==> src/rtl/mux_nto1_pkg.sv <==
// mux_nto1_pkg: shared defaults, mode encoding and the round-robin pick function.
package mux_nto1_pkg;
  localparam int WIDTH_DEF = 64;
  localparam int NCH_DEF = 4;
  localparam int MAX_NCH = 32;
  localparam int MAX_SEL = 5;
  typedef enum logic {MODE_RR = 1'b0, MODE_FIXED = 1'b1} mode_e;
  typedef struct packed {
    logic any;
    logic [MAX_SEL-1:0] idx;
    logic [MAX_NCH-1:0] gnt;
  } pick_t;
  // Scan n channels starting at ptr, wrapping; first valid one wins.
  function automatic pick_t rr_pick(input logic [MAX_NCH-1:0] valid, input logic [MAX_SEL-1:0] ptr, input int n);
    pick_t r;
    int c;
    r = '0;
    for (int k = 0; k < MAX_NCH; k++) begin
      c = int'(ptr) + k;
      if (c >= n) c = c - n;
      if (k < n && !r.any && c < MAX_NCH && valid[c]) begin
        r.any = 1'b1;
        r.idx = MAX_SEL'(c);
        r.gnt[c] = 1'b1;
      end
    end
    return r;
  endfunction
endpackage

==> src/rtl/mux_nto1_rr_reg_rr_arbiter.sv <==
// rr_arbiter: combinational grant plus registered round-robin pointer.
// MUX_PKT_LOCK_EN adds packet lock: grant sticks to a channel until its last beat.
module rr_arbiter
  import mux_nto1_pkg::*;
#(
  parameter int NCH = NCH_DEF,
  parameter int SEL_WIDTH = $clog2(NCH)
) (
  input  logic                 clk,
  input  logic                 rst,
  input  logic [NCH-1:0]       valid,
`ifdef MUX_PKT_LOCK_EN
  input  logic [NCH-1:0]       last,
`endif
  input  mode_e                mode,
  input  logic [SEL_WIDTH-1:0] sel,
  input  logic                 fire,
  output logic [NCH-1:0]       grant,
  output logic [SEL_WIDTH-1:0] idx
);
  localparam int VW = 2 ** SEL_WIDTH;
  localparam logic [SEL_WIDTH:0] NCH_L = (SEL_WIDTH + 1)'(NCH);
  logic [SEL_WIDTH-1:0] ptr, ptr_nxt;
  logic [VW-1:0] valid_ext;
  logic [NCH-1:0] rr_valid;
  logic sel_ok;
  logic unused_rr;
  pick_t rr;
`ifdef MUX_PKT_LOCK_EN
  logic lock;
  logic [SEL_WIDTH-1:0] lock_ch;
  assign rr_valid = lock ? valid & (NCH'(1) << lock_ch) : valid;
`else
  assign rr_valid = valid;
`endif
  assign valid_ext = VW'(valid);
  assign sel_ok = ({1'b0, sel} < NCH_L) && valid_ext[sel];
  assign rr = rr_pick(MAX_NCH'(rr_valid), MAX_SEL'(ptr), NCH);
  assign unused_rr = ^rr;
  assign grant = mode == MODE_FIXED ? (sel_ok ? NCH'(1) << sel : '0) : rr.gnt[NCH-1:0];
  assign idx = mode == MODE_FIXED ? sel : rr.idx[SEL_WIDTH-1:0];
  // Explicit wrap keeps ptr inside 0..NCH-1 for non-power-of-two NCH.
  assign ptr_nxt = idx == SEL_WIDTH'(NCH - 1) ? '0 : idx + 1'b1;
  always_ff @(posedge clk) begin
    if (rst) begin
      ptr <= '0;
`ifdef MUX_PKT_LOCK_EN
      lock <= 1'b0;
      lock_ch <= '0;
`endif
    end else if (fire && mode == MODE_RR) begin
`ifdef MUX_PKT_LOCK_EN
      lock <= !last[idx];
      lock_ch <= idx;
      if (last[idx]) ptr <= ptr_nxt;
`else
      ptr <= ptr_nxt;
`endif
    end
  end
endmodule

==> src/rtl/mux_nto1_rr_reg.sv <==
// mux_nto1_rr_reg: N-channel registered mux with round-robin or fixed select.
// MUX_PKT_LOCK_EN adds in_last and per-packet grant locking in round-robin mode.
module mux_nto1_rr_reg
  import mux_nto1_pkg::*;
#(
  parameter int WIDTH = WIDTH_DEF,
  parameter int NCH = NCH_DEF,
  parameter int SEL_WIDTH = $clog2(NCH)
) (
  input  logic                 clk,
  input  logic                 rst,
  input  logic [NCH*WIDTH-1:0] in_data,
  input  logic [NCH-1:0]       in_valid,
  output logic [NCH-1:0]       in_ready,
`ifdef MUX_PKT_LOCK_EN
  input  logic [NCH-1:0]       in_last,
`endif
  input  logic                 mode,
  input  logic [SEL_WIDTH-1:0] sel,
  output logic [WIDTH-1:0]     out_data,
  output logic [SEL_WIDTH-1:0] out_chan,
  output logic                 out_valid,
  input  logic                 out_ready
);
  logic load_en, fire;
  logic [NCH-1:0] grant;
  logic [SEL_WIDTH-1:0] idx;
  assign load_en = !out_valid || out_ready;
  assign in_ready = (load_en && !rst) ? grant : '0;
  assign fire = |(in_ready & in_valid);
  rr_arbiter #(.NCH(NCH), .SEL_WIDTH(SEL_WIDTH)) u_arb (
    .clk(clk),
    .rst(rst),
    .valid(in_valid),
`ifdef MUX_PKT_LOCK_EN
    .last(in_last),
`endif
    .mode(mode_e'(mode)),
    .sel(sel),
    .fire(fire),
    .grant(grant),
    .idx(idx)
  );
  // A refill in the drain cycle overwrites the old word, so no bubble.
  always_ff @(posedge clk) begin
    if (rst) begin
      out_data <= '0;
      out_chan <= '0;
      out_valid <= 1'b0;
    end else if (fire) begin
      out_data <= in_data[idx*WIDTH +: WIDTH];
      out_chan <= idx;
      out_valid <= 1'b1;
    end else if (out_ready) begin
      out_valid <= 1'b0;
    end
  end
endmodule

==> config.mk <==
export PLATFORM = sky130hd
export DESIGN_NAME = mux_nto1_rr_reg
export DESIGN_NICKNAME = d
export VERILOG_FILES = /design/src/rtl/mux_nto1_pkg.sv /design/src/rtl/mux_nto1_rr_reg_rr_arbiter.sv /design/src/rtl/mux_nto1_rr_reg.sv
export SDC_FILE = /design/constraint.sdc
export NUM_CORES = 1
export LEC_CHECK = 0
export ABC_AREA = 1
export ABC_CLOCK_PERIOD_IN_PS = 3300
export CORE_MARGIN = 2
export CORE_UTILIZATION = 32
export CTS_BUF_LIST = sky130_fd_sc_hd__clkbuf_4
export CTS_CLUSTER_DIAMETER = 80
export DETAILED_ROUTE_END_ITERATION = 8
export GPL_ROUTABILITY_DRIVEN = 0
export PLACE_DENSITY = 0.73
export SLEW_MARGIN = 20
export SYNTH_ARGS = -nofsm -noshare
export SYNTH_HDL_FRONTEND = slang
export SYNTH_SLANG_ARGS = --single-unit
==> constraint.sdc <==
create_clock -name clk -period 3.3 [get_ports clk]
set_input_delay 0.495 -clock clk [delete_from_list [all_inputs] [get_ports clk]]
set_output_delay 0.495 -clock clk [all_outputs]
set_load 0.01 [all_outputs]
; ---- Word level (Yosys, flattened, before mapping)
; Index checks and enable logic that the tools add are counted.
; W data, S select, Z words.
[op_classes]
mul = 0
shift = 2
eq_ne = 1
add_sub_neg = 8
mux = 37
n_reduce_logical = 21
n_div = 0
bitwise = 5
order_cmp = 17
[ops]
columns = cell, count
row1 = $lt A32 B7 Y1 const B, 8
row2 = $shiftx A256 B9 Y64, 1
row3 = $ge A32 B1 Y1 const B, 4
row4 = $mux W32, 4
row5 = $mux W38, 3
row6 = $ge A32 B4 Y1 const B, 3
row7 = $or A32 B32 Y32, 3
row8 = $sub A32 B4 Y32 const B, 3
row9 = $mux W34, 1
row10 = $bmux W1 S5, 4
row11 = $demux W1 S5, 4
row12 = $mux W1, 15
row13 = $logic_and A1 B1 Y1, 13
row14 = $mux W4, 3
row15 = $add A2 B2 Y3 const B, 2
row16 = $logic_not A1 Y1, 5
row17 = $and A4 B4 Y4, 1
row18 = $mux W2, 2
row19 = $reduce_or A4 Y1, 1
row20 = $shl A1 B2 Y4 const A, 1
row21 = $sub A2 B3 Y4 const B, 1
row22 = $add A2 B1 Y3 const B, 1
row23 = $ge A2 B3 Y1 const B, 1
row24 = $lt A2 B3 Y1 const B, 1
row25 = 6 further kinds, 6
[totals]
output_inout_bits = 71
ramBits = 0
reg_bits = 69
n_memories = 0
romBits = 0
latch_bits = 0
in_bits = 266

; ---- Depth between registers and ports, before layout
[depth]
depth_word = 24
mapped_depth = 18

; ---- Hierarchy
; Synthesis repeated with hierarchy kept, for this count alone.
[unflattened]
hier_cells = 940
hier_area_um2 = 5255.0
[by_module_without_submodules]
columns = mod, instances, cells_each, seq_area_each_um2, area_each_um2
row1 = mux_nto1_rr_reg, 1, 830, 1341.3, 4619.4
row2 = rr_arbiter, 1, 110, 40.0, 635.6

; ---- Worst setup path before layout
; OpenSTA, ideal clock, no wires.
[synth_path]
path_type = reg-to-reg
startpoint = register u_arb.ptr[0]
endpoint = register u_arb.ptr[1]
setup_ns = 0.113
path_buffers = 2
stages_incl_launch_ff = 19
setup_slack_ns = 0.732
arrival_ns = 2.455
cell_sequence = dfxtp_1 inv_2 ha_1 inv_1 nand3_1 nand2_1 nor2_4 nor2_4 nand2_1 nand3_1 nand3_1 nand2_1 buf_6 buf_4 ha_1 inv_1 nand2_1 nand2_1 nor2_1
[synth_between]
word_cells_on_any_way = 77
cone_classes = 8 x add/sub / 16 x order compare / 1 x eq/ne / 32 x mux / 4 x bitwise / 16 x reduce/logical
[synth_lines]
columns = item, line
row1 = "start, declared", mux_nto1_rr_reg_rr_arbiter.sv:23  ; logic [SEL_WIDTH-1:0] ptr, ptr_nxt;
row2 = "start signal, assigned", mux_nto1_rr_reg_rr_arbiter.sv:57  ; ptr <= ptr_nxt;
row3 = branches (longest 18 deep; another with $sub A32 B4 Y32), -
row4 = $mux W34 (*), mux_nto1_pkg.sv:21  ; if (k < n && !r.any && c < MAX_NCH && valid[c]) begin
row5 = $mux W2 (*), mux_nto1_rr_reg_rr_arbiter.sv:41  ; assign idx = mode == MODE_FIXED ? sel : rr.idx[SEL_WIDTH-1:0];
row6 = named net idx[0], mux_nto1_rr_reg.sv:27  ; logic [SEL_WIDTH-1:0] idx;
row7 = $add A2 B1 Y2 or $eq A2 B2 Y1 (tied branches), mux_nto1_rr_reg_rr_arbiter.sv:43  ; assign ptr_nxt = idx == SEL_WIDTH'(NCH - 1) ? '0 : idx + 1'b1;
row8 = $mux W2 (*), mux_nto1_rr_reg_rr_arbiter.sv:43
row9 = named net u_arb.ptr_nxt[1], mux_nto1_rr_reg_rr_arbiter.sv:23
; Mark *: on every way through the listed nets, which the timed path passes. The select of a mux whose other input is x is not followed.
; A chain may end at the register's enable or synchronous reset.

; ---- Final worst setup path
[layout_path]
startpoint = register u_arb.ptr[1]
endpoint = output port in_ready[3]
[layout_between]
elab_chain_len = 21
word_cells_on_any_way = 70
cone_classes = 7 x add/sub / 16 x order compare / 30 x mux / 3 x bitwise / 14 x reduce/logical
[layout_rtl]
columns = item, line
row1 = branches (longest 18 deep; another with $sub A32 B4 Y32), -
row2 = $mux W34 (*), mux_nto1_pkg.sv:21
row3 = $mux W4 (*), mux_nto1_rr_reg_rr_arbiter.sv:40  ; assign grant = mode == MODE_FIXED ? (sel_ok ? NCH'(1) << sel : '0) : rr.gnt[NCH-1:0];
row4 = $mux W4 (*), mux_nto1_rr_reg.sv:29  ; assign in_ready = (load_en && !rst) ? grant : '0;
row5 = "end, declared", mux_nto1_rr_reg.sv:14  ; output logic [NCH-1:0] in_ready,
; Every way passes the cells marked *. The select of a mux whose other input is x is not followed.

==> key figures <==
Status
  • Status: finished clean

Synthesis
  • Seq/Total Area, Yosys: a little over a quarter
  • Synth cell types: 21
  • Total nets after synthesis: approximately 1100
  • Mapped Cells: around 870
  • Area of the mapped netlist: 5150 um2
  • Post-synthesis average cell area: approximately 5.9 um2
  • Synth warn: 0
  • Post-synthesis register bit count: a little under 70

Route
  • Antenna-violating nets left: 0
  • Final wirelength: 22900 um
  • DRT Pass-1 Iters: 4
  • DRC viols: 0
  • Wire length per cell: ~17 um
  • Via count: just over 7000
  • Vias per inst: around 5.2
  • Iteration-0 DRC Markers: 340

Floorplan
  • DIE HEIGHT: approximately 130 um
  • I/O pins: roughly 340
  • Initial Util: between 30% and 40%
  • Die Wd: 131 um
  • DIE AREA: 17100 um2
  • # rows: 46
  • CORE AREA: approximately 16000 um2

CTS
  • Clock-pin transition on the worst setup and hold timing paths: 110 ps
  • # hold bufs at CTS: 0
  • Clk buf depth: 2
  • CTS tree: built
  • TritonCTS Buffers: 9
  • H-tree Lvls: 3
  • Root Driver: clkbuf_4
  • Skew-Pair Late Insertion Delay: around 420 ps
  • Sinks on Clock Net: 69

Pwr
  • Pwr dens: between 300 and 400 nW/um2
  • Leakage: between 3 and 4 nW
  • Peak VDD IR: between 150 and 200 uV

GRT
  • Grt total ovfl: 0
  • Initial antenna violation count: 2
  • GRT Overall Usage: between 20% and 30%
  • Largest net degree at the start of global routing: about 130
  • First-pass GRT wire length: 33300 um
  • Number of global-route vias before repair: 6471

Timing
  • Fmax: around 320 MHz
  • Max-slew headroom: 40.4%
  • Final worst path period need: a little over 3000 ps
  • Slew @ Worst Pin: 890 ps
  • Max Transition Viols Final: 0
  • Clk_skew: roughly 9.6 ps
  • Period utilization: a little over nine tenths
  • Final setup violation count: 0
  • Unrepaired setup endpoints after global routing: no
  • Final Hold Fails: 0
  • TNS Setup: 0 ps

Final layout
  • Area grow syn2layout: 72.7%
  • Post-Layout Cell Count: 1382
  • Final #Nets: roughly 1400
  • Most common cell after layout, fill and taps aside: clkdlybuf4s50_1
  • Layout cells sized above 1: around 4.6%
  • Commonest non-fill, non-tap cells in the layout: 336 x clkdlybuf4s50_1, 284 x nand3_1, 165 x nand2_1

Placement
  • HPWL after detailed placement: 16600 um
  • Placed instance count: 1362
  • PortBufs: between 300 and 400

Critical path
  • Arrival @ worst endpoint: roughly 2600 ps
  • Type of the worst setup path: flop to output pin
  • CP endpoint kind: output pin
  • Critical Path RT: 2800 ps
  • CP startpoint kind: flop
  • Crit Path Max Fanout: 6

Flow run
  • Max-cap violation count: 0

Worst hold path
  • Hold WC Path Type: flop to flop
## worst max-delay path: stages, from the launching register on
cell and delay [ps]:
dfxtp_1 340, inv_2 130, ha_4 230, inv_1 80
nand3_1 80, nand2_1 100, nor2_4 60, nor2_4 160
clkbuf_2 190, nand3_1 80, nand3_1 120, nand2_1 60
inv_1 50, clkdlybuf4s50_1 530
## cells in the mapped netlist, drive strengths merged
| master | n | share of area [%] |
|---|---|---|
| nand4 | 1 | 0.12 |
| nand3b | 4 | 0.58 |
| nand3 | 285 | 28 |
| a21oi | 74 | 7.2 |
| buf | 46 | 5.2 |
| o21ai | 70 | 6.9 |
| inv | 31 | 2.3 |
| nor2 | 78 | 6.1 |
| clkbuf | 31 | 2.3 |
| nand2 | 171 | 13 |
| dfxtp | 69 | 27 |
| a22oi | 1 | 0.24 |
| ha | 8 | 1.9 |
## kinds of logic (layout without fill, tap and decap cells)
group,count (synthesis),after routing,share of synthesized area [%]
adder cells (fa/ha/maj),8,8,1.94
AND/OR/NAND/NOR,539,539,47.2
flip-flops,69,69,26.8
buffers and inverters,108,402,9.72
other,0,3,0
AO/OA/AOI/OAI,145,145,14.3
## stage by stage
stage	utilization (%)	power [mW]	instance area [um2]	hold WS, ps	setup WS [ps]
global placement	55.1	2.88	8720	463	266
detailed placement	55.1	2.89	8720	474	225
global route	56.2	3.70	8890	526	19.5
CTS	55.9	3.48	8850	502	113
floorplan	-	2.00	5150	503	732
finish	56.2	3.44	8890	501	187
## state kept, by name (all words and copies together) (netlist names)
signal / flops
out_chan: 2
out_data: 64
out_valid: 1
u_arb.ptr: 2
## metal layers
metal  global-route usage, %  share of wire [%]  vias to the layer above
li1                        -                  -                     3536
met1                    29.5                 39                     3209
met2                    41.9                 47                      365
met3                    6.03                9.4                       59
met4                    13.6                4.6                        0
met5                       0                  0                        -
## worst paths after layout
| path | startpoint | end | slack, ps | depth (start not counted) |
|---|---|---|---|---|
| setup / recovery | u_arb.ptr[1]$_SDFFE_PP0P_ | in_ready[3] | 190 | 13 |
| hold reg to reg | out_chan[1]$_SDFFE_PP0P_ | out_chan[1]$_SDFFE_PP0P_ | 500 | 2 |
| setup reg to reg | u_arb.ptr[0]$_SDFFE_PP0P_ | out_data[7]$_SDFFE_PP0P_ | 390 | 18 |
| hold / removal | out_chan[1]$_SDFFE_PP0P_ | out_chan[1]$_SDFFE_PP0P_ | 500 | 2 |
## layout make-up
type,instances,area (um2)
clock buffer,13,97.6
antenna,3,7.51
timing repair buffer,356,3660
fill,1584,6940
tap,216,270
clock inverter,2,35.0
inverter,31,119
multi-input combinational,692,3320
sequential,69,1380
## where the power goes
group	switching, mW	internal, mW
Sequential	0.0730	0.962
Clock	0.307	0.261
Combinational	0.950	0.891
Total	1.33	2.11
## what timing repair did
item                       4_1_cts  5_1_grt
setup endpoints to repair        0        4
setup buffers                    0        2
resized for setup                0        5
No activity file was read; power rests on OpenSTA's default activity.
